`config.mk`:
```
export PLATFORM = sky130hd
export DESIGN_NAME = filter_capture
export DESIGN_NICKNAME = d
export VERILOG_FILES = /design/src/rtl/filter_capture.sv
export SDC_FILE = /design/constraint.sdc
export NUM_CORES = 1
export LEC_CHECK = 0
export BUFFER_PORTS_ARGS = -buffer_cell sky130_fd_sc_hd__buf_2
export CAP_MARGIN = 5
export CORE_ASPECT_RATIO = 1.5
export CORE_UTILIZATION = 42
export DETAILED_ROUTE_END_ITERATION = 8
export GPL_TIMING_DRIVEN = 0
export SLEW_MARGIN = 10
export SYNTH_ARGS = -nofsm -noshare
export SYNTH_HDL_FRONTEND = slang
export SYNTH_SLANG_ARGS = --single-unit
```
`constraint.sdc`:
```
create_clock -name clk -period 7.4 [get_ports clk]
set_input_delay 0.37 -clock clk [delete_from_list [all_inputs] [get_ports clk]]
set_output_delay 0.37 -clock clk [all_outputs]
set_load 0.01 [all_outputs]
```
`src/rtl/filter_capture.sv`:
```
// filter_capture: records DEPTH low/high filter result pairs, then replays them as a valid/ready word stream.
// Optional macro FILTER_CAPTURE_CONTINUOUS_EN: the end of a drain re-arms capture instead of returning to idle.
module filter_capture #(
    parameter int DEPTH = 16,
    parameter int WIDTH = 32
) (
    input  logic             clk,
    input  logic             rst,
    input  logic             start,
    input  logic             in_valid,
    input  logic [WIDTH-1:0] low_pass,
    input  logic [WIDTH-1:0] high_pass,
    output logic             out_valid,
    input  logic             out_ready,
    output logic [WIDTH-1:0] out_data,
    output logic             out_sel,
    output logic             out_last,
    output logic             busy
);

    localparam int PTR_W = (DEPTH > 1) ? $clog2(DEPTH) : 1;
    localparam logic [PTR_W-1:0] PTR_ZERO = {PTR_W{1'b0}};
    localparam logic [PTR_W-1:0] PTR_ONE  = PTR_W'(1);
    localparam logic [PTR_W-1:0] PTR_LAST = PTR_W'(DEPTH - 1);

    typedef enum logic [1:0] {
        ST_IDLE    = 2'd0,
        ST_CAPTURE = 2'd1,
        ST_DRAIN   = 2'd2
    } state_t;

    state_t             state_q, state_d;
    logic [PTR_W-1:0]   wr_ptr_q, wr_ptr_d;
    logic [PTR_W-1:0]   rd_ptr_q, rd_ptr_d;
    logic               phase_q, phase_d;
    logic               wr_en_s;
    logic               hs_s;
    logic [2*WIDTH-1:0] rd_word_s;

    logic               out_valid_q, out_valid_d;
    logic [WIDTH-1:0]   out_data_q, out_data_d;
    logic               out_sel_q, out_sel_d;
    logic               out_last_q, out_last_d;
    logic               busy_q, busy_d;

    logic [2*WIDTH-1:0] mem_q [DEPTH];

    assign hs_s = out_valid_q & out_ready;

    // State, pointer and registered-output update.
    always_ff @(posedge clk or negedge rst) begin
        if (!rst) begin
            state_q     <= ST_IDLE;
            wr_ptr_q    <= PTR_ZERO;
            rd_ptr_q    <= PTR_ZERO;
            phase_q     <= 1'b0;
            out_valid_q <= 1'b0;
            out_data_q  <= {WIDTH{1'b0}};
            out_sel_q   <= 1'b0;
            out_last_q  <= 1'b0;
            busy_q      <= 1'b0;
        end else begin
            state_q     <= state_d;
            wr_ptr_q    <= wr_ptr_d;
            rd_ptr_q    <= rd_ptr_d;
            phase_q     <= phase_d;
            out_valid_q <= out_valid_d;
            out_data_q  <= out_data_d;
            out_sel_q   <= out_sel_d;
            out_last_q  <= out_last_d;
            busy_q      <= busy_d;
        end
    end

    // Capture storage write port; contents are intentionally not reset.
    always_ff @(posedge clk) begin
        if (wr_en_s) begin
            mem_q[wr_ptr_q] <= {high_pass, low_pass};
        end
    end

    // Next-state and pointer logic.
    always_comb begin
        state_d  = state_q;
        wr_ptr_d = wr_ptr_q;
        rd_ptr_d = rd_ptr_q;
        phase_d  = phase_q;
        wr_en_s  = 1'b0;
        case (state_q)
            ST_IDLE: begin
                if (start) begin
                    state_d  = ST_CAPTURE;
                    wr_ptr_d = PTR_ZERO;
                end else begin
                    state_d  = ST_IDLE;
                end
            end
            ST_CAPTURE: begin
                if (in_valid) begin
                    wr_en_s  = 1'b1;
                    wr_ptr_d = wr_ptr_q + PTR_ONE;
                    if (wr_ptr_q == PTR_LAST) begin
                        state_d  = ST_DRAIN;
                        rd_ptr_d = PTR_ZERO;
                        phase_d  = 1'b0;
                    end else begin
                        state_d  = ST_CAPTURE;
                    end
                end else begin
                    state_d = ST_CAPTURE;
                end
            end
            ST_DRAIN: begin
                if (hs_s) begin
                    if (!phase_q) begin
                        phase_d = 1'b1;
                    end else begin
                        phase_d  = 1'b0;
                        rd_ptr_d = rd_ptr_q + PTR_ONE;
                        if (rd_ptr_q == PTR_LAST) begin
`ifdef FILTER_CAPTURE_CONTINUOUS_EN
                            state_d  = ST_CAPTURE;
                            wr_ptr_d = PTR_ZERO;
`else
                            state_d  = ST_IDLE;
`endif
                        end else begin
                            state_d = ST_DRAIN;
                        end
                    end
                end else begin
                    state_d = ST_DRAIN;
                end
            end
            default: begin
                state_d  = ST_IDLE;
                wr_ptr_d = PTR_ZERO;
                rd_ptr_d = PTR_ZERO;
                phase_d  = 1'b0;
            end
        endcase
    end

    // Output values for the next cycle; the word is looked up from the next read position
    // so the first low word is already valid in the cycle DRAIN is entered.
    always_comb begin
        rd_word_s   = mem_q[rd_ptr_d];
        out_valid_d = 1'b0;
        out_data_d  = {WIDTH{1'b0}};
        out_sel_d   = 1'b0;
        out_last_d  = 1'b0;
        busy_d      = (state_d != ST_IDLE);
        if (state_d == ST_DRAIN) begin
            out_valid_d = 1'b1;
            out_sel_d   = phase_d;
            out_last_d  = phase_d & (rd_ptr_d == PTR_LAST);
            if (phase_d) begin
                out_data_d = rd_word_s[2*WIDTH-1:WIDTH];
            end else begin
                out_data_d = rd_word_s[WIDTH-1:0];
            end
        end else begin
            out_valid_d = 1'b0;
        end
    end

    assign out_valid = out_valid_q;
    assign out_data  = out_data_q;
    assign out_sel   = out_sel_q;
    assign out_last  = out_last_q;
    assign busy      = busy_q;

endmodule

```
# Word-level counts from Yosys, hierarchy flattened

Memory sizes are Yosys's and may differ from the RTL's.
Index checks and enable logic that the tools add are counted.
Widths: inputs -> output; s select.

Reductions and logical operators: 3
Bitwise gates (word level): 3
Eq/ne operators: 8
Add/sub/neg operators: 2
Mux-type cells: 29

Operators by type and width:

| cell                | number |
|---|---|
| $mux 32             | 2 |
| $mux 4              | 6 |
| $pmux 4 s3          | 2 |
| $eq 4x4->1 const B  | 3 |
| $mux 1              | 12 |
| $mux 2              | 5 |
| $add 4x1->4 const B | 2 |
| $pmux 2 s3          | 1 |
| $eq 2x2->1 const B  | 2 |
| $ne 2x2->1 const B  | 2 |
| $pmux 1 s3          | 1 |
| $reduce_and 3->1    | 1 |
| $and 1x1->1         | 2 |
| $eq 2x1->1 const B  | 1 |
| $logic_not 2->1     | 1 |
| $reduce_bool 2->1   | 1 |
| $not 1->1           | 1 |

Register bits: 47
Memory bits (writable): 1024
Memories kept: 1

Memories:

| memory | words | bits a word | read ports | clocked after Yosys merged registers in | write ports | RTL line | source |
|---|---|---|---|---|---|---|---|
| mem_q  | 16    | 64          | 1          | 0                                       | 1           | 46       | `logic [2*WIDTH-1:0] mem_q [DEPTH];` |

# Longest topological paths before layout

Depth after elaboration: 7
Mapped depth: 13
Mapped depth without buffers: 9

# Worst setup path before layout

OpenSTA, ideal clock, no wires.

Kind: reg2reg
Start point: register state_q[0]
End point: memory mem_q[0][0] in the netlist's numbering (enable)
Path slack: 1463 ps
Data arrival time: 5372 ps
Library setup time: 565 ps
Stages on the path, launching flop included: 6
Cells stage by stage: dfrtp_1 buf_2 nand2b_1 nor2_1 nand2_1 nor3_1

Cells in the longest elaborated chain, start to end: 4

RTL lines:

| what                         | RTL line | source |
|---|---|---|
| start: declaration           | 32       | `state_t state_q, state_d;` |
| start signal: assignment     | 63       | `state_q <= state_d;` |
| $eq 2x1->1                   | 89       | `case (state_q)` |
| $mux 1                       | 89       |  |
| $mux 1                       | 77       | `if (wr_en_s) begin` |
| $mux 1 (implied by the code) | 78       | `mem_q[wr_ptr_q] <= {high_pass, low_pass};` |
| end: declaration             | 46       |  |

No other way between the ends.

# Worst setup path after layout

Start point: register wr_ptr_q[0]
End point: register out_data_q[5] (netlist: out_data[5])

Cells in the longest elaborated chain, start to end: 7
Elaborated cells between the ends (all ways): 14
Those cells by class: eq/ne (2); mux (11); memory (1)

RTL lines:

| what                     | RTL line | source |
|---|---|---|
| start: declaration       | 33       | `logic [PTR_W-1:0] wr_ptr_q, wr_ptr_d;` |
| start signal: assignment | 64       | `wr_ptr_q <= wr_ptr_d;` |
| $eq 4x4->1 *             | 102      | `if (wr_ptr_q == PTR_LAST) begin` |
| $mux 4                   | 102      |  |
| $mux 4                   | 99       | `if (in_valid) begin` |
| $pmux 4 s3               | 89       |  |
| $mem_v2 16x64            | --       |  |
| $mux 32                  | 157      | `if (phase_d) begin` |
| $mux 32 *                | 153      | `if (state_d == ST_DRAIN) begin` |
| via out_data_d[5]        | 41       | `logic [WIDTH-1:0] out_data_q, out_data_d;` |
| end signal: assignment   | 58       | `out_data_q <= {WIDTH{1'b0}};` |
| end signal: assignment   | 68       | `out_data_q <= out_data_d;` |
| end: declaration         | 41       |  |

The timed path passes the listed nets; every way through them passes the cells marked *.
A chain may end at the register's enable or synchronous reset.

==> impl_metrics.py <==
metrics = {
    "critical_path": {
        "setup.worst_path.end_class": "flop",
        "worstPathRequired_ps": 7830,
        "critical_path.reg2reg.endpoint": "out_data[5]",
        "worstSetupEndpoint": "out_data[5]",
        "crit_family": "compound AO/OA/AOI/OAI gates",
        "crit_path_start_kind": "flop",
        "worst-r2r-setup-slack_ps": 2370,
        "worst_setup_path_startpoint": "wr_ptr_q[0]",
        "cp_cell_sequence": "ha_1 -> a41oi_2 -> and2_1 -> nor2_4 -> inv_2 -> clkbuf_1 -> clkbuf_1 -> a311oi_1 -> o41ai_1 -> nand4_1",
        "crit_path_top_delay_cell": "sky130_fd_sc_hd__o41ai_1",
        "critical_path.n_buffers_inverters": 3,
        "critical_path.most_common_cell": "sky130_fd_sc_hd__clkbuf_1",
        "r2r-start": "wr_ptr_q[0]",
        "worstRegToRegCells": 10,
        "worstPathMaxFanout": 10,
        "path_class": "reg2reg",
        "count_of_cell_instances_traversed_by_the_critical_path": 10,
        "critPathArrivalTime_ps": 5460,
        "critical_path.max_stage_delay_ps": 1170,
    },
    "cts": {
        "worst_skew_pair.late_latency_ps": 710,
        "cts_post_setup_buffers_inserted": 0,
        "tritoncts_clock_tree": "done",
        "numCtsBuffers": 97,
        "clock_slew_at_the_register_clock_pins_of_the_worst_setup_and_hold_paths_ps": 70,
        "clock_sinks": 1071,
        "root_buffer": "sky130_fd_sc_hd__clkbuf_16",
        "clock_path_buffers": 3,
        "cts.htree.levels": 3,
    },
    "die": {
        "die_h_um": 389,
        "width_of_the_chip_um": 260,
        "design.core.area_um2": 98600,
        "floorplan.initialDensity_pct": 42.5,
        "placementRows": 141,
        "top_level_ports": 105,
        "design.die.area_um2": 101000,
    },
    "detailed_routing": {
        "drt_pass1_iterations": 7,
        "route.detailed.drc": 0,
        "wire_per_inst_um": 29.8,
        "drt_wl_total_um": 134000,
        "route.detailed.vias_per_inst": 6.02,
        "drtIter0Drc": 2886,
        "via_count": 27067,
        "final_antenna_net_count": 0,
    },
    "timing": {
        "final_slew_violations": 0,
        "unrepaired_setup_endpoints_after_global_routing": "false",
        "fmaxAchievable_ghz": 0.199,
        "final_hold_viol_count": 0,
        "finalCritPeriodShare_pct": 68.0,
        "finalCriticalPeriod_ps": 5030,
        "finalClockSkew_ps": 37.8,
        "slew_headroom_pct": 5.01,
        "report.final.setup_viol": 0,
        "timing_worst_slew_pin_value_ps": 1410,
    },
    "synthesis": {
        "postSynth.topFlopCell": "sky130_fd_sc_hd__edfxtp_1",
        "ys_warn_count": 0,
        "library_cell_with_the_largest_summed_area_after_synthesis": "sky130_fd_sc_hd__edfxtp_1",
        "netlist_instances": 2834,
        "net_count_synth": 2908,
        "synth_largest_type_area_fraction_pct": 73.4,
        "syn-mean-instance-area_um2": 14.8,
        "synth_area_leaders": "sky130_fd_sc_hd__edfxtp_1 73%, sky130_fd_sc_hd__nand2_1 5.4%, sky130_fd_sc_hd__a311oi_1 2.9%",
        "yosys.cell_types.count": 52,
        "ys_async_sr_fraction_pct": 4.39,
        "ys_seq_area_share_pct": 76.2,
        "synthesis.area_um2": 41900,
        "number_of_synthesized_flops_with_an_enable_pin": 1024,
        "synth_seq_cells": 1071,
    },
    "power_and_ir_drop": {
        "power.density_nw_per_um2": 338,
        "power.leakage_uw": 0.0163,
        "power_after_layout_uw": 16500,
        "peakVddDrop_v": 0.000229,
    },
    "grt": {
        "globalRoute.totalOverflow": 0,
        "grt_usage_pct": 26.4,
        "global_route_wire_length_before_repair_um": 189000,
        "grt_max_degree": 41,
        "grt_pass1_vias": 27197,
        "antenna_found_initial": 17,
    },
    "final_layout": {
        "finish.cell_count_without_fillers": 4493,
        "final_cell_area_um2": 48600,
        "layout_cell_share_with_drive_strength_beyond_1_pct": 15.3,
        "layout_commonest_cell": "sky130_fd_sc_hd__edfxtp_1",
        "syn_to_final_growth_pct": 16.1,
        "finish.net_count": 3191,
        "layout.cells.most_common_list": "1024 x sky130_fd_sc_hd__edfxtp_1, 603 x sky130_fd_sc_hd__nand2_1, 216 x sky130_fd_sc_hd__nand3_1",
    },
    "hold_path": {
        "hold_path_class": "in2reg",
    },
    "place": {
        "placed_cell_area_um2": 45400,
        "dp.final_hpwl_um": 93900,
        "rd_place_congestion": 0.891,
        "port_buffers": 103,
        "place.detailed.instances": 4302,
    },
    "status": {
        "outcome": "finished, final reports clean",
    },
    "run": {
        "timing.max_cap.violations": 0,
    },
}
kinds of logic (layout without fill, tap and decap cells):
logic type / count (synthesis) / in the layout / synth area share [%]
compound gates: 409 / 409 / 7.98
mux: 75 / 75 / 1.79
buf+inv: 218 / 584 / 2.41
fa+ha+maj: 5 / 5 / 0.149
xor+xnor: 4 / 4 / 0.0836
other cells: 0 / 6 / 0
simple gates: 1052 / 1052 / 11.4
flops: 1071 / 1071 / 76.2
sequential cells by signal, indices dropped and copies added (netlist names):
signal     cells
phase_q        1
out_last       1
out_sel        1
rd_ptr_q       4
out_data      32
out_valid      1
mem_q       1024
busy           1
state_q        2
wr_ptr_q       4
worst reg2reg max path: cells and delay by family (launching register included):
family,cells,cell delay (ps)
adders and majority gates,1,280
and+or+nand+nor,3,800
AOI/OAI and AO/OA,3,1820
buffers and inverters,3,1400
DFF,1,450
timing repair:
action,CTS,global route
hold buffers,3,0
gates resized for setup,0,0
endpoints found under the hold margin,51,0
worst min path at each step:
stage | startpoint | end | slack, ps | cells past startpoint
after global routing | high_pass[11] | mem_q[8][43] | 30 | 1
after CTS | high_pass[11] | mem_q[10][43] | 3 | 1
after global placement | wr_ptr_q[1] | wr_ptr_q[1] | 610 | 2
after floorplan | rst | busy | 70 | 0
final | low_pass[5] | mem_q[6][5] | 40 | 1
after detailed placement | rst | wr_ptr_q[0] | 220 | 1
area by class of cell:
class                           count  area [um2]
Timing Repair Buffer              184        1670
Fill cell                        8187       50000
Antenna cell                        6        15.0
Clock inverter                     58         584
Tap cell                         1287        1610
Sequential cell                  1071       31900
Multi-Input combinational cell   1545        9190
Inverter                           13        55.1
Clock buffer                      124        2620
Buffer                            205         957
per-stage QoR:
stage	hold slack, ps	TNS, ps	setup WS, ps	utilization, %
global route	30.7	0	2430	49.3
CTS	2.55	0	2510	49.3
finish	39.7	0	2370	49.3
global placement	608	-1129690	-4210	44.6
floorplan	74.4	0	1460	-
detailed placement	223	0	2540	46.0
synthesized netlist by cell type, types with 18 or more instances:
cell and number:
sky130_fd_sc_hd__a221oi_1 36, sky130_fd_sc_hd__clkbuf_1 103, sky130_fd_sc_hd__a311oi_1 140, sky130_fd_sc_hd__nor2_1 18
sky130_fd_sc_hd__nand4_1 34, sky130_fd_sc_hd__a211oi_1 141, sky130_fd_sc_hd__and3_1 150, sky130_fd_sc_hd__mux2i_1 74
sky130_fd_sc_hd__nand2_1 603, sky130_fd_sc_hd__o41ai_1 25, sky130_fd_sc_hd__dfrtp_1 47, sky130_fd_sc_hd__edfxtp_1 1024
sky130_fd_sc_hd__buf_2 81, sky130_fd_sc_hd__o21ai_0 19, sky130_fd_sc_hd__nand3_1 216
metal layers:
layer	wire length (um)	global-route usage [%]	vias up
li1	-	-	11570
met2	67700	45.8	1453
met5	113	0	-
met3	9920	4.62	436
met4	9980	18.3	20
met1	46000	29.2	13588
power by group:
group / switching (uW) / internal (uW)
Clock: 2260 / 2830
Combinational: 2980 / 1010
Sequential: 133 / 7230
Total: 5370 / 11100
(Power assumes the default switching activity.)
